## src/rtl/proc_pkg.sv

```systemverilog
// Shared definitions for the processor run controller: FSM state encoding and
// default timing values.
package proc_pkg;

  typedef enum logic [2:0] {
    ST_IDLE    = 3'd0,
    ST_HOLD    = 3'd1,
    ST_RUN     = 3'd2,
    ST_DONE    = 3'd3,
    ST_TIMEOUT = 3'd4
  } run_state_t;

  localparam int unsigned PROC_RST_HOLD  = 4;
  localparam int unsigned PROC_DEF_LIMIT = 90;
  localparam int unsigned HOLD_CNT_W     = 4;

endpackage

```

## src/rtl/run_cycle_counter.sv

```systemverilog
// Saturating up-counter of elapsed RUN cycles with synchronous clear, count
// enable and a freeze input that suppresses the increment on the exit edge.
module run_cycle_counter #(
  parameter int unsigned CNT_W = 16
) (
  input  logic             clock,
  input  logic             reset,
  input  logic             clr,
  input  logic             en,
  input  logic             freeze,
  output logic [CNT_W-1:0] count
);

  always_ff @(posedge clock or negedge reset) begin
    if (!reset) begin
      count <= '0;
    end else if (clr) begin
      count <= '0;
    end else if (en && !freeze && (count != '1)) begin
      count <= count + CNT_W'(1);
    end
  end

endmodule

```

## src/rtl/proc_run_ctrl.sv

```systemverilog
// Run controller: holds cores in reset for RST_HOLD cycles after start, then
// runs them until every core halts, the cycle limit is reached, or abort.
module proc_run_ctrl
  import proc_pkg::*;
#(
  parameter int unsigned N_CORES   = 1,
  parameter int unsigned CNT_W     = 16,
  parameter int unsigned RST_HOLD  = PROC_RST_HOLD,
  parameter int unsigned DEF_LIMIT = PROC_DEF_LIMIT
) (
  input  logic               clock,
  input  logic               reset,
  input  logic               start,
  input  logic               abort,
  input  logic               limit_we,
  input  logic [CNT_W-1:0]   limit_in,
  input  logic [N_CORES-1:0] halt,
  output logic [N_CORES-1:0] core_rst_n,
  output logic               running,
  output logic               done,
  output logic               timeout,
  output logic [CNT_W-1:0]   cycles,
  output logic [N_CORES-1:0] halt_mask
);

  localparam logic [HOLD_CNT_W-1:0] HOLD_LAST = HOLD_CNT_W'(RST_HOLD - 1);

  run_state_t              state;
  run_state_t              state_nxt;
  logic [HOLD_CNT_W-1:0]   hold_cnt;
  logic [CNT_W-1:0]        limit_q;
  logic [N_CORES-1:0]      mask_nxt;
  logic                    start_ok;
  logic                    all_halted;
  logic                    at_limit;

  always_comb begin
    start_ok   = start && (state inside {ST_IDLE, ST_DONE, ST_TIMEOUT});
    mask_nxt   = halt_mask | halt;
    all_halted = &mask_nxt;
    // >= rather than == so a limit lowered below the running count still ends the run
    at_limit   = (cycles >= limit_q);
    state_nxt  = state;
    case (state)
      ST_IDLE, ST_DONE, ST_TIMEOUT: begin
        if (start) state_nxt = ST_HOLD;
      end
      ST_HOLD: begin
        if (abort)                       state_nxt = ST_TIMEOUT;
        else if (hold_cnt == HOLD_LAST)  state_nxt = ST_RUN;
      end
      ST_RUN: begin
        if (abort)           state_nxt = ST_TIMEOUT;
        else if (all_halted) state_nxt = ST_DONE;
        else if (at_limit)   state_nxt = ST_TIMEOUT;
      end
      default: state_nxt = ST_IDLE;
    endcase
  end

  always_ff @(posedge clock or negedge reset) begin
    if (!reset) begin
      state      <= ST_IDLE;
      hold_cnt   <= '0;
      halt_mask  <= '0;
      limit_q    <= CNT_W'(DEF_LIMIT);
      core_rst_n <= '0;
      running    <= 1'b0;
      done       <= 1'b0;
      timeout    <= 1'b0;
    end else begin
      state <= state_nxt;
      if (limit_we) limit_q <= limit_in;
      if (start_ok) begin
        hold_cnt  <= '0;
        halt_mask <= '0;
      end else begin
        if (state == ST_HOLD) hold_cnt  <= hold_cnt + HOLD_CNT_W'(1);
        if (state == ST_RUN)  halt_mask <= mask_nxt;
      end
      // Outputs decode the next state so they line up with the state register
      running    <= (state_nxt == ST_RUN);
      done       <= (state_nxt == ST_DONE);
      timeout    <= (state_nxt == ST_TIMEOUT);
      core_rst_n <= (state_nxt inside {ST_RUN, ST_DONE, ST_TIMEOUT}) ? '1 : '0;
    end
  end

  run_cycle_counter #(
    .CNT_W (CNT_W)
  ) u_cycles (
    .clock  (clock),
    .reset  (reset),
    .clr    (start_ok),
    .en     (state == ST_RUN),
    .freeze (state_nxt != ST_RUN),
    .count  (cycles)
  );

endmodule

```

## config.mk

```make
export PLATFORM = sky130hd
export DESIGN_NAME = proc_run_ctrl
export DESIGN_NICKNAME = d
export VERILOG_FILES = /design/src/rtl/proc_pkg.sv /design/src/rtl/run_cycle_counter.sv /design/src/rtl/proc_run_ctrl.sv
export SDC_FILE = /design/constraint.sdc
export NUM_CORES = 1
export LEC_CHECK = 0
export BUFFER_PORTS_ARGS = -buffer_cell sky130_fd_sc_hd__buf_2
export CORE_ASPECT_RATIO = 1.5
export CORE_UTILIZATION = 56
export CTS_CLUSTER_DIAMETER = 80
export DETAILED_ROUTE_END_ITERATION = 12
export HOLD_SLACK_MARGIN = 0.08
export PLACE_DENSITY = 0.77
export SKIP_LAST_GASP = 1
export SYNTH_ARGS = -nofsm -noshare
export SYNTH_HDL_FRONTEND = slang
export SYNTH_HIERARCHICAL = 1
export SYNTH_SLANG_ARGS = --single-unit
```

## constraint.sdc

```tcl
create_clock -name clock -period 3.76 [get_ports clock]
set_clock_uncertainty 0.05 [all_clocks]
set_input_delay 1.128 -clock clock [delete_from_list [all_inputs] [get_ports clock]]
set_output_delay 1.128 -clock clock [all_outputs]
set_load 0.1 [all_outputs]
```

==> impl_metrics.csv <==
group,metric,value,unit
run_status,status,"finished with violations",
run_status,violations,"DRC",
timing,finalSetupViolations,0,
cts,cts.clk_slew.worst_paths,80,ps
timing,min_period,3550,ps
hold_path,hp-class,"flip-flop to flip-flop",
logic_synthesis,synth_edf_count,0,
worst_setup_path,criticalPathCategory,"flip-flop to flip-flop",
place,gp_congestion,0.780,
logic_synthesis,synth_cell_types,53,
routing,firstDrtPassIters,8,
layout,fillCellCount,357,
layout,syn_to_final_growth,14.4,%
cts,cts_setup_buffers,0,
layout,register_area,1110,um2
cts,cts_made_buffers,5,
timing,slew_viol_final,0,
routing,totalWireLength,5520,um
floorplan,start_util,0.592,
global_route,grt_usage,0.253,
floorplan,rows,29,
layout,final_common_cell,"buf_2",
cts,cts_resized,0,
timing,timing.fmax,282,MHz
floorplan,num_io_pins,43,
layout,layout-drive-gt1-share,0.245,
timing,hold_violations,0,
logic_synthesis,seq_area_frac_synth,0.437,
timing,max_slew_margin,0.366,
layout,n_antenna_cell,0,
cts,h-tree-depth,2,
floorplan,die_y,84.4,um
routing,num_vias,2144,
layout,fin_cells,360,
layout,mostFrequentLayoutCells,"buf_2 (42), dfrtp_1 (33), nand2_1 (30)",
routing,first_iter_violations,112,
timing,worst_slew_pin_slew,951,ps
logic_synthesis,ys_ff_latch,44,
routing,postRouteAntennaNets,0,
global_route,grt_antenna_before_repair,0,
logic_synthesis,synth_area,2530,um2
layout,multi_input_area,1290,um2
floorplan,die_width,56.9,um
logic_synthesis,synthCells,269,
floorplan,core,4280,um2
logic_synthesis,ys.warnings.count,6,
worst_setup_path,crit_fanout,7,
cts,clk_latency,300,ps
cts,cts_root_buffer,"clkbuf_8",
global_route,grt_max_degree,45,
cts,tritoncts,"done",
logic_synthesis,avgSynthCellArea,9.42,um2
timing,tns,0,ps
timing,rsz0062_at_grt,"no",
worst_setup_path,required,3930,ps
floorplan,die_area,4800,um2
routing,vias_per_cell,5.96,
cts,cts_buffer_depth,2,
layout,final_nets,353,
routing,wire_per_inst,15.3,um
routing,drcViolationCount,6,
worst_setup_path,end_kind,"flip-flop",
pwr,p_per_area,451,nW/um2
place,dp.final_hpwl,4010,um
worst_setup_path,start_kind,"flip-flop",
cts,cts_hold_buf,0,
logic_synthesis,ys.flop_type,"dfrtp_1",
pwr,leakagePower,0.00141,uW
timing,period_share,0.943,
global_route,first_global_vias,2064,
cts,clkSinkCount,44,
logic_synthesis,syn_nets,309,
worst_setup_path,arrival,3720,ps
place,dp_cells,352,
pwr,ir_worst_vdd,361,uV
global_route,grt_overflow_total,0,
flow_run,maxCapViolCount,0,
logic_synthesis,synth-async-reset-ratio,1.00,
global_route,grt_pass1_wl,9250,um
place,portBuffers,42,
[through the flow]
step,setup WS (ps),total power (uW),hold slack (ps),area [um2],utilization
after CTS,241,1320,473,2900,0.677
after global placement,338,930,449,2780,0.649
after floorplan,7.15,864,428,2540,-
after global routing,39.6,1380,497,2900,0.677
final,213,1310,465,2900,0.677
after detailed placement,275,936,453,2780,0.649
[logic make-up (layout without fill, tap and decap cells)]
| family | count (synthesis) | after routing | synth area share |
|---|---|---|---|
| compound gates | 61 | 61 | 0.153 |
| flops | 44 | 44 | 0.437 |
| simple gates | 102 | 102 | 0.215 |
| fa+ha+maj | 18 | 18 | 0.0889 |
| mux | 8 | 8 | 0.0341 |
| buf+inv | 31 | 76 | 0.0558 |
| xor+xnor | 5 | 5 | 0.0173 |
[state kept, by name, summed over array words and instances, names as in the netlist, 3 cells and up]
name,cells
u_cycles/count,16
hold_cnt,4
limit_q,16
state,3
[synthesized netlist by cell type (2+ instances only)]
library cell  number  area share
xor2_1             4       0.014
nor2_1            23       0.034
nand2b_1           2      0.0049
dfstp_2            4       0.041
nand3_1            4      0.0079
nor2b_1            5       0.012
inv_1             23       0.034
nand2_1           30       0.044
nor4_1             4      0.0099
mux2_2             5       0.022
a2bb2oi_1          2      0.0069
nor3_1             3      0.0059
a21oi_1           15       0.030
ha_1              18       0.089
clkbuf_1           4      0.0059
o21a_1             2      0.0059
a2111oi_0          2      0.0069
dfrtp_1           40        0.40
clkbuf_8           2       0.011
nand4_1            6       0.015
o21ai_0           23       0.045
and3_1             4      0.0099
or3_1              5       0.012
o31ai_1            5       0.015
a31oi_1            2      0.0049
and2_1             2      0.0049
or4_1              2      0.0059
mux2i_1            3       0.012
[worst max-delay path, stage by stage, from the launching register on]
cell	delay [ps]
dfrtp_2	470
ha_1	340
a21oi_2	120
nor2_1	50
a311o_1	360
or4_4	500
o21ai_4	170
nand2_1	120
nor2b_1	260
nand2_1	210
or4b_2	660
a21oi_1	150
[power by group]
part	leakage [uW]	internal, uW	total, uW	switching (uW)
registers	0.000561	528	564	36.7
logic	0.000789	109	362	253
clock network	0.0000614	217	380	163
[worst paths after layout]
path	startpoint	end	slack [ps]	cells after the start
worst min register to register	halt_mask$_DFFE_PN0P_	halt_mask$_DFFE_PN0P_	470	2
worst max register to register	u_cycles/count[9]$_DFFE_PN0P_	u_cycles/count[11]$_DFFE_PN0P_	210	11
worst min-delay path	halt_mask$_DFFE_PN0P_	halt_mask$_DFFE_PN0P_	470	2
worst max-delay path	u_cycles/count[9]$_DFFE_PN0P_	u_cycles/count[11]$_DFFE_PN0P_	210	11
max in group asynchronous	reset	u_cycles/count[9]$_DFFE_PN0P_	2090	1
min in group asynchronous	reset	hold_cnt[3]$_DFFE_PN0P_	920	1
[routing by layer]
| layer | track usage | part of all wire |
|---|---|---|
| met5 | 0 | 0 |
| met4 | 0.140 | 0.028 |
| met3 | 0.0462 | 0.036 |
| met2 | 0.444 | 0.53 |
| met1 | 0.283 | 0.41 |
[cell type report]
type	count	area share
Clock buffer	6	0.0285
Clock inverter	2	0.0134
Inverter	23	0.0298
Multi-Input combinational cell	194	0.444
Sequential cell	44	0.385
Tap cell	46	0.0199
Timing Repair Buffer	45	0.0803
Note: power is estimated with default switching activity, not from simulation.
